==> src/rtl/expr_eval.sv <==
// expr_eval: evaluates a D((+|*)D)* character stream with '*' binding tighter than '+'
module expr_eval #(
    parameter int WIDTH = 16
) (
    input  logic             clk,
    input  logic             clr,
    input  logic [7:0]       in,
    input  logic             in_valid,
    output logic             out,
    output logic [WIDTH-1:0] result,
    output logic             err,
    output logic             ovf
);
    localparam logic [2:0] IDLE = 3'd0;
    localparam logic [2:0] NUM  = 3'd1;
    localparam logic [2:0] OPA  = 3'd2;
    localparam logic [2:0] OPM  = 3'd3;
    localparam logic [2:0] ERR  = 3'd4;
    logic [2:0]       state_q, state_d;
    logic [WIDTH-1:0] s_q, s_d, t_q, t_d, result_q;
    logic             ovf_q, ovf_d, t_wrap;
    logic             is_dig;
    logic [3:0]       dig;
    logic [WIDTH+3:0] prod;
    logic [WIDTH:0]   tot;
    assign is_dig = (in >= 8'd48) && (in <= 8'd57);
    assign dig    = in[3:0];
    assign prod   = {4'b0, t_q} * {{WIDTH{1'b0}}, dig};
    assign tot    = {1'b0, s_d} + {1'b0, t_d};
    assign ovf_d  = ovf_q | (in_valid && state_d != ERR && (t_wrap || tot[WIDTH]));
    // grammar FSM and sum/term update for one accepted character; ERR freezes everything
    always_comb begin
        state_d = state_q;
        s_d     = s_q;
        t_d     = t_q;
        t_wrap  = 1'b0;
        if (in_valid) begin
            case (state_q)
                IDLE, OPA: begin
                    state_d = is_dig ? NUM : ERR;
                    t_d     = is_dig ? WIDTH'(dig) : t_q;
                end
                NUM: begin
                    state_d = (in == 8'd43) ? OPA : (in == 8'd42) ? OPM : ERR;
                    s_d     = (in == 8'd43) ? s_q + t_q : s_q;
                    t_d     = (in == 8'd43) ? '0 : t_q;
                end
                OPM: begin
                    state_d = is_dig ? NUM : ERR;
                    t_d     = is_dig ? prod[WIDTH-1:0] : t_q;
                    t_wrap  = is_dig && (|prod[WIDTH+3:WIDTH]);
                end
                default: state_d = ERR;
            endcase
        end
    end
    // state and arithmetic registers; result tracks S+T of the accepted prefix
    always_ff @(posedge clk or posedge clr) begin
        if (clr) begin
            state_q  <= IDLE;
            s_q      <= '0;
            t_q      <= '0;
            result_q <= '0;
            ovf_q    <= 1'b0;
        end else begin
            state_q  <= state_d;
            s_q      <= s_d;
            t_q      <= t_d;
            result_q <= tot[WIDTH-1:0];
            ovf_q    <= ovf_d;
        end
    end
    assign out    = (state_q == NUM);
    assign err    = (state_q == ERR);
    assign result = result_q;
    assign ovf    = ovf_q;
endmodule
==> config.mk <==
export PLATFORM = sky130hd
export DESIGN_NAME = expr_eval
export DESIGN_NICKNAME = d
export VERILOG_FILES = /design/src/rtl/expr_eval.sv
export SDC_FILE = /design/constraint.sdc
export NUM_CORES = 1
export LEC_CHECK = 0
export ABC_AREA = 1
export ABC_CLOCK_PERIOD_IN_PS = 9200
export CORE_MARGIN = 4
export CORE_UTILIZATION = 44
export DETAILED_ROUTE_END_ITERATION = 10
export MAX_ROUTING_LAYER = met4
export PLACE_DENSITY = 0.62
export RECOVER_POWER = 25
export SETUP_SLACK_MARGIN = 0.02
export SYNTH_ARGS = -nofsm -noshare
export SYNTH_HDL_FRONTEND = slang
export SYNTH_SLANG_ARGS = --single-unit
==> constraint.sdc <==
create_clock -name clk -period 9.2 [get_ports clk]
set_input_delay 2.3 -clock clk [delete_from_list [all_inputs] [get_ports clk]]
set_output_delay 2.3 -clock clk [all_outputs]
set_load 0.01 [all_outputs]
==> results of run 1 <==
==> sequential cells by signal, indices dropped and copies added, names as in the netlist <==
name,count
ovf,1
s_q,16
t_q,16
result,16
state_q,3
==> power groups by stage <==
stage / combinational (W) / sequential [W] / clock [W]
final: 0.0000222 / 0.000230 / 0.000202
after detailed placement: 0.0000232 / 0.000234 / 0
after global routing: 0.0000257 / 0.000230 / 0.000218
after global placement: 0.0000227 / 0.000234 / 0
after CTS: 0.0000231 / 0.000230 / 0.000206
after floorplan: 0.0000141 / 0.000234 / 0
==> layer usage <==
layer | share of wire, % | GRT usage, % | up-vias
met3 | 2.8 | 1.865 | 29
met5 | 0 | - | -
met2 | 48 | 32.19 | 85
met1 | 47 | 27.02 | 2341
met4 | 2.8 | 6.863 | 0
li1 | - | - | 2566
==> area by class of cell <==
class,count,area (um2),share of cell area [%]
well taps,172,215.2,3.432
flip-flops and latches,52,1301,20.75
repair buffers,29,290.3,4.629
clock inverters,1,30.03,0.4789
clock buffers,5,125.1,1.995
inverters,188,705.7,11.25
multi-input cells,560,3603,57.46
==> per-stage QoR <==
step / area [um2] / worst slack (ns)
6_report: 6271 / 2.155
5_1_grt: 6271 / 1.872
4_1_cts: 6271 / 2.130
3_5_place_dp: 6116 / 1.833
3_3_place_gp: 6116 / 1.870
2_1_floorplan: 5670 / 2.851
==> how the worst max path moves through the flow <==
stage / startpoint / endpoint / slack [ns] / cells past startpoint
global placement: in[3] / ovf / 1.87 / 23
CTS: in[2] / ovf / 2.13 / 23
global route: in[2] / ovf / 1.87 / 23
detailed placement: in[3] / ovf / 1.83 / 23
floorplan: in[3] / result[12] / 2.85 / 20
finish: in[3] / ovf / 2.15 / 23
==> placed cells by master, fill, tap and decap left out, types with 2 or more instances in the layout <==
| cell | count |
|---|---|
| nand2_1 | 237 |
| inv_1 | 184 |
| ha_1 | 55 |
| dfrtp_1 | 52 |
| a21oi_1 | 51 |
| nor2_1 | 33 |
| fa_1 | 30 |
| o21ai_0 | 27 |
| nand3_1 | 24 |
| clkdlybuf4s50_1 | 20 |
| xor2_1 | 17 |
| o21ai_1 | 15 |
| dlygate4sd3_1 | 9 |
| xnor2_1 | 8 |
| nor3_1 | 7 |
| or2_2 | 6 |
| a32o_1 | 5 |
| clkbuf_16 | 5 |
| inv_2 | 4 |
| a21oi_2 | 4 |
| a21o_1 | 4 |
| o21bai_1 | 4 |
| o21ai_2 | 3 |
| a31oi_1 | 3 |
| a22o_1 | 3 |
| nor2_4 | 2 |
| nand3_2 | 2 |
| o31ai_1 | 2 |
| o211ai_1 | 2 |
| nand4_1 | 2 |
| o41ai_1 | 2 |
| nand3b_1 | 2 |
==> logic make-up after synthesis <==
| group | Yosys count | synth area share (%) |
|---|---|---|
| simple gates | 320 | 23.37 |
| flops | 52 | 22.95 |
| mux | 1 | 0.1765 |
| xor+xnor | 25 | 3.861 |
| fa+ha+maj | 85 | 22.73 |
| compound gates | 129 | 13.42 |
| buf+inv | 199 | 13.50 |
==> synth_stat cells, types with 2 or more instances <==
master    number  area share, %
xor2_1        17            2.6
dfrtp_1       52             23
a21oi_1       51            4.5
nand3_1       24            2.1
or2_2          6           0.66
buf_4          2           0.26
o21ai_2        3           0.46
nand3b_1       2           0.26
inv_1        184             12
a22o_1         3           0.46
nand2_1      237             16
buf_2          3           0.26
o21ai_0       27            2.4
o211ai_1       2           0.26
a21oi_2        4           0.62
ha_1          55             12
nor2_4         2           0.40
o41ai_1        2           0.31
nor2_1        33            2.2
clkbuf_1       4           0.26
xnor2_1        8            1.2
o21bai_1       4           0.53
nand4_1        2           0.22
a21o_1         4           0.53
a31oi_1        3           0.33
o21ai_1       15            1.3
nor3_1         7           0.62
a32o_1         5           0.88
fa_1          30             11
inv_2          4           0.26
nand3_2        2           0.35
o31ai_1        2           0.26
==> flow_summary.toml, run 1 <==
[sta]
whs_ns = 0.4873
min_period_ns = 7.045
skew_ns = 0.003262
rsz0062_at_grt = "no"
fin_crit_sh_pct = 76.58
final-max-slew-violation-count = 53
fmax_mhz = 141.9
hold_viol_final = 0
finalSetupTns_ns = 0
worst_pin_slew_ns = 1.888
relSlewSlack_pct = -26.03
finalSetupViolations = 0

[power]
pwr-share-seq_pct = 50.7
peakVddDrop_mv = 0.06547
fin_total_pwr_w = 0.0004536
p_leak_nw = 3.827
switchingPower_w = 0.00009206
pwr-share-comb_pct = 4.9
power_density_nw_per_um2 = 72.33
intPower_w = 0.0003615
power.share.clock_pct = 44.4
p_sw_share_pct = 20.29

[synth]
synth_fp_nets = 907
synth-seq-cells = 52
ys_warn_count = 0
yosysSeqAreaShare_pct = 22.95
synth_area_um2 = 5670
synthFlopType = "dfrtp_1"
synthCells = 811
async_flop_share_pct = 100.0
synth_edf_count = 0
synth_cell_type_count = 44
avgSynthCellArea_um2 = 6.992

[clock_tree]
clk_path_buf_depth = 2
cts_tree = "built"
clk_pin_slew_ns = 0.06
cts_setup_buffers = 0
htree_levels = 2
clock-sinks = 52
clock_latency_ns = 0.29
ctsRootBufferMaster = "clkbuf_16"
cts_resized = 0
cts.hold.buffers_added = 0
cts_buffers = 5

[worst_hold_path]
hold_path.startpoint = "s_q[15]"
min_path_type = "flop to flop"
hold_depth = 1
min_to = "s_q[15]"

[cells_and_area]
fin_cells = 1007
diodes = 0
drive_gt1_share_pct = 3.473
area_growth_pct = 10.59
nFillCells = 1291
final_nets = 932
utilization_pct = 49.69

[setup_path]
path_common_cell = "nand2_1"
cp_slowest_cell = "clkdlybuf4s50_1"
required_ns = 9.38
r2r-end = "ovf"
critPathBufInv = 4
worst_ep_arrival_time_ns = 7.23
crit_fanout = 19
critPathKind = "input pin to flop"
path_cells = "clkdlybuf4s50_1 -> nand2_1 -> inv_1 -> fa_1 -> inv_1 -> fa_1 -> inv_1 -> ha_1 -> nand2_1 -> nor2_1 -> nand2_1 -> o211ai_1 -> a21oi_1 -> xor2_1 -> o21ai_0 -> ha_1 -> a21oi_1 -> o21ai_0 -> a21o_1 -> a41oi_1 -> nand2_1 -> nand2_1 -> nand2_1"
crit_family = "adder cells"
r2r-start = "t_q[7]"
reg2regPathDepth = 22
max_stage_delay_ns = 0.78
reg2reg_slack_ns = 4.52
start_kind = "input pin"
worstSetupEndpointType = "flop"

[global_routing]
grt_overflow = 0
groute.usage.overall_pct = 20.14
grt_pass1_wl_um = 23230
grt_pass1_vias = 4917
antenna_found_initial = 0
grt_max_degree = 53

[floorplan]
die-height_um = 121.5
io_pins = 30
core_area_um2 = 12620
dieWidth_um = 121.5
die-area_um2 = 14770
row_count = 41
initial_core_util_pct = 44.93

[placed_design]
gp_congestion = 0.9613
hpwl_um = 11500
port_buffers = 29
dpl.cell_count = 1001

[run_status]
violations = "max-capacitance violations, max-slew violations"
outcome = "finished with violations"

[job]
cap_violations = 1

[drt]
vias_per_cell = 4.986
firstDrtPassIters = 5
routed_wl_um = 13860
wl_per_cell_um = 13.76
ant_nets = 0
drt_iter0_drc = 357
drc = 0
vias = 5021
(Power assumes the default switching activity.)
==> run 2: changes to the inputs <==
- ABC_CLOCK_PERIOD_IN_PS: 9200 -> 7250
- clock period: 9.2 -> 7.25 ns (I/O delays scaled with it)
==> flow_summary.toml, run 2 (synthesis gave the netlist of run 1 again) <==
[run_status]
outcome = "finished with violations"
violations = "max-capacitance violations, max-slew violations"

[floorplan]
initial_core_util_pct = 44.93
die-area_um2 = 14770
die-height_um = 121.5
core_area_um2 = 12620
io_pins = 30
row_count = 41
dieWidth_um = 121.5

[cells_and_area]
utilization_pct = 49.73
final_nets = 933
drive_gt1_share_pct = 3.819
mostFrequentLayoutCells = "nand2_1 (237), inv_1 (184), ha_1 (55)"
area_growth_pct = 10.68
final_common_cell = "nand2_1"
diodes = 0

[clock_tree]
cts.hold.buffers_added = 0
ctsRootBufferMaster = "clkbuf_16"
clock-sinks = 52
cts_tree = "built"
cts_resized = 0
cts_setup_buffers = 0
clk_path_buf_depth = 2
htree_levels = 2
cts_buffers = 5
clk_pin_slew_ns = 0.07
clock_latency_ns = 0.29

[setup_path]
reg2regPathDepth = 22
reg2reg_slack_ns = 2.57
critPathKind = "input pin to flop"
worstSetupEndpointType = "flop"
worst_ep_arrival_time_ns = 6.80
crit_path_start = "in[3]"
required_ns = 7.43
crit_fanout = 19
start_kind = "input pin"
r2r-end = "ovf"
r2r-start = "t_q[7]"

[power]
peakVddDrop_mv = 0.08783
intPower_w = 0.0004383
pwr-share-seq_pct = 51.7
power_density_nw_per_um2 = 89.78
power.share.clock_pct = 43.2
p_sw_share_pct = 22.22
switchingPower_w = 0.0001252
pwr-share-comb_pct = 5.1
p_leak_nw = 3.829

[global_routing]
grt_max_degree = 53
grtUsageMet3_pct = 2.751
grt_overflow = 0
grt-busiest-layer = "met2"
grt_pass1_vias = 4983
antenna_found_initial = 0
grt.met1_usage_pct = 26.71
grt_util_met2_pct = 34.23
grt_pass1_wl_um = 23870
groute.usage.overall_pct = 20.68

[drt]
vias = 5077
vias_per_cell = 5.027
drt_iter0_drc = 300
drc = 0
routed_wl_um = 14200
wl_per_cell_um = 14.06
ant_nets = 0
firstDrtPassIters = 5

[sta]
fmax_mhz = 151.2
relSlewSlack_pct = -28.62
finalSetupTns_ns = 0
worst_pin_slew_ns = 1.927
rsz0062_at_grt = "no"
hold_viol_final = 0
finalSetupViolations = 0
skew_ns = 0.004242
min_period_ns = 6.612
final-max-slew-violation-count = 53
fin_crit_sh_pct = 91.20

[worst_hold_path]
hold_path.startpoint = "s_q[15]"
min_to = "s_q[15]"
min_path_type = "flop to flop"
hold_depth = 1

[placed_design]
hpwl_um = 11780
port_buffers = 29
gp_congestion = 0.9534

[job]
cap_violations = 1
## run 2: power groups by stage
| stage | registers, W | logic [W] | clock network (W) |
|---|---|---|---|
| after detailed placement | 0.000297 | 0.0000299 | 0 |
| after CTS | 0.000291 | 0.0000299 | 0.000249 |
| after global routing | 0.000291 | 0.0000331 | 0.000261 |
| final | 0.000292 | 0.0000287 | 0.000243 |
| after global placement | 0.000297 | 0.0000292 | 0 |
| after floorplan | 0.000297 | 0.0000179 | 0 |
## run 2: cell type report
class	count	area, um2
clock buffers	6	138.9
clock inverters	2	13.76
fillers	1323	6344
inverters	188	705.7
multi-input cells	560	3603
flip-flops and latches	52	1301
well taps	172	215.2
repair buffers	30	297.8
## run 2: per-stage QoR
step                instance area, um2  std cells  power (W)  hold slack [ns]  setup WS (ns)
floorplan                         5670        811  0.0003149           0.4508          1.388
global placement                  6123       1002  0.0003262           0.4708         0.4173
detailed placement                6123       1002  0.0003270           0.4663         0.3558
CTS                               6276       1010  0.0005707           0.4797         0.6634
global route                      6276       1010  0.0005854           0.5308         0.2408
finish                            6276       1010  0.0005635           0.4815         0.6378
## run 2: worst max-delay path, cell delays in order
cell and delay (ns):
clkdlybuf4s50_1 0.81, nand2_1 0.23, inv_1 0.08, fa_1 0.53
inv_1 0.05, fa_1 0.53, inv_1 0.07, ha_1 0.35
nand2_1 0.10, nor2_1 0.13, nand2_1 0.09, o211ai_1 0.33
a21oi_1 0.13, xor2_1 0.17, o21ai_0 0.24, ha_1 0.33
a21oi_1 0.14, o21ai_0 0.11, a21o_1 0.16, a41oi_1 0.16
nand2_1 0.10, nand2_1 0.07, nand2_1 0.05
## run 2: how the worst max path moves through the flow
stage | to | depth (start not counted)
floorplan | result[12] | 20
global placement | ovf | 23
finish | ovf | 23
detailed placement | ovf | 23
global route | ovf | 23
CTS | ovf | 23
## run 2: per-layer routing
layer  vias up  part of all wire [%]
li1       2570                     -
met1      2372                    47
met2       106                    48
met3        29                   3.1
met4         0                   2.1
met5         -                     0
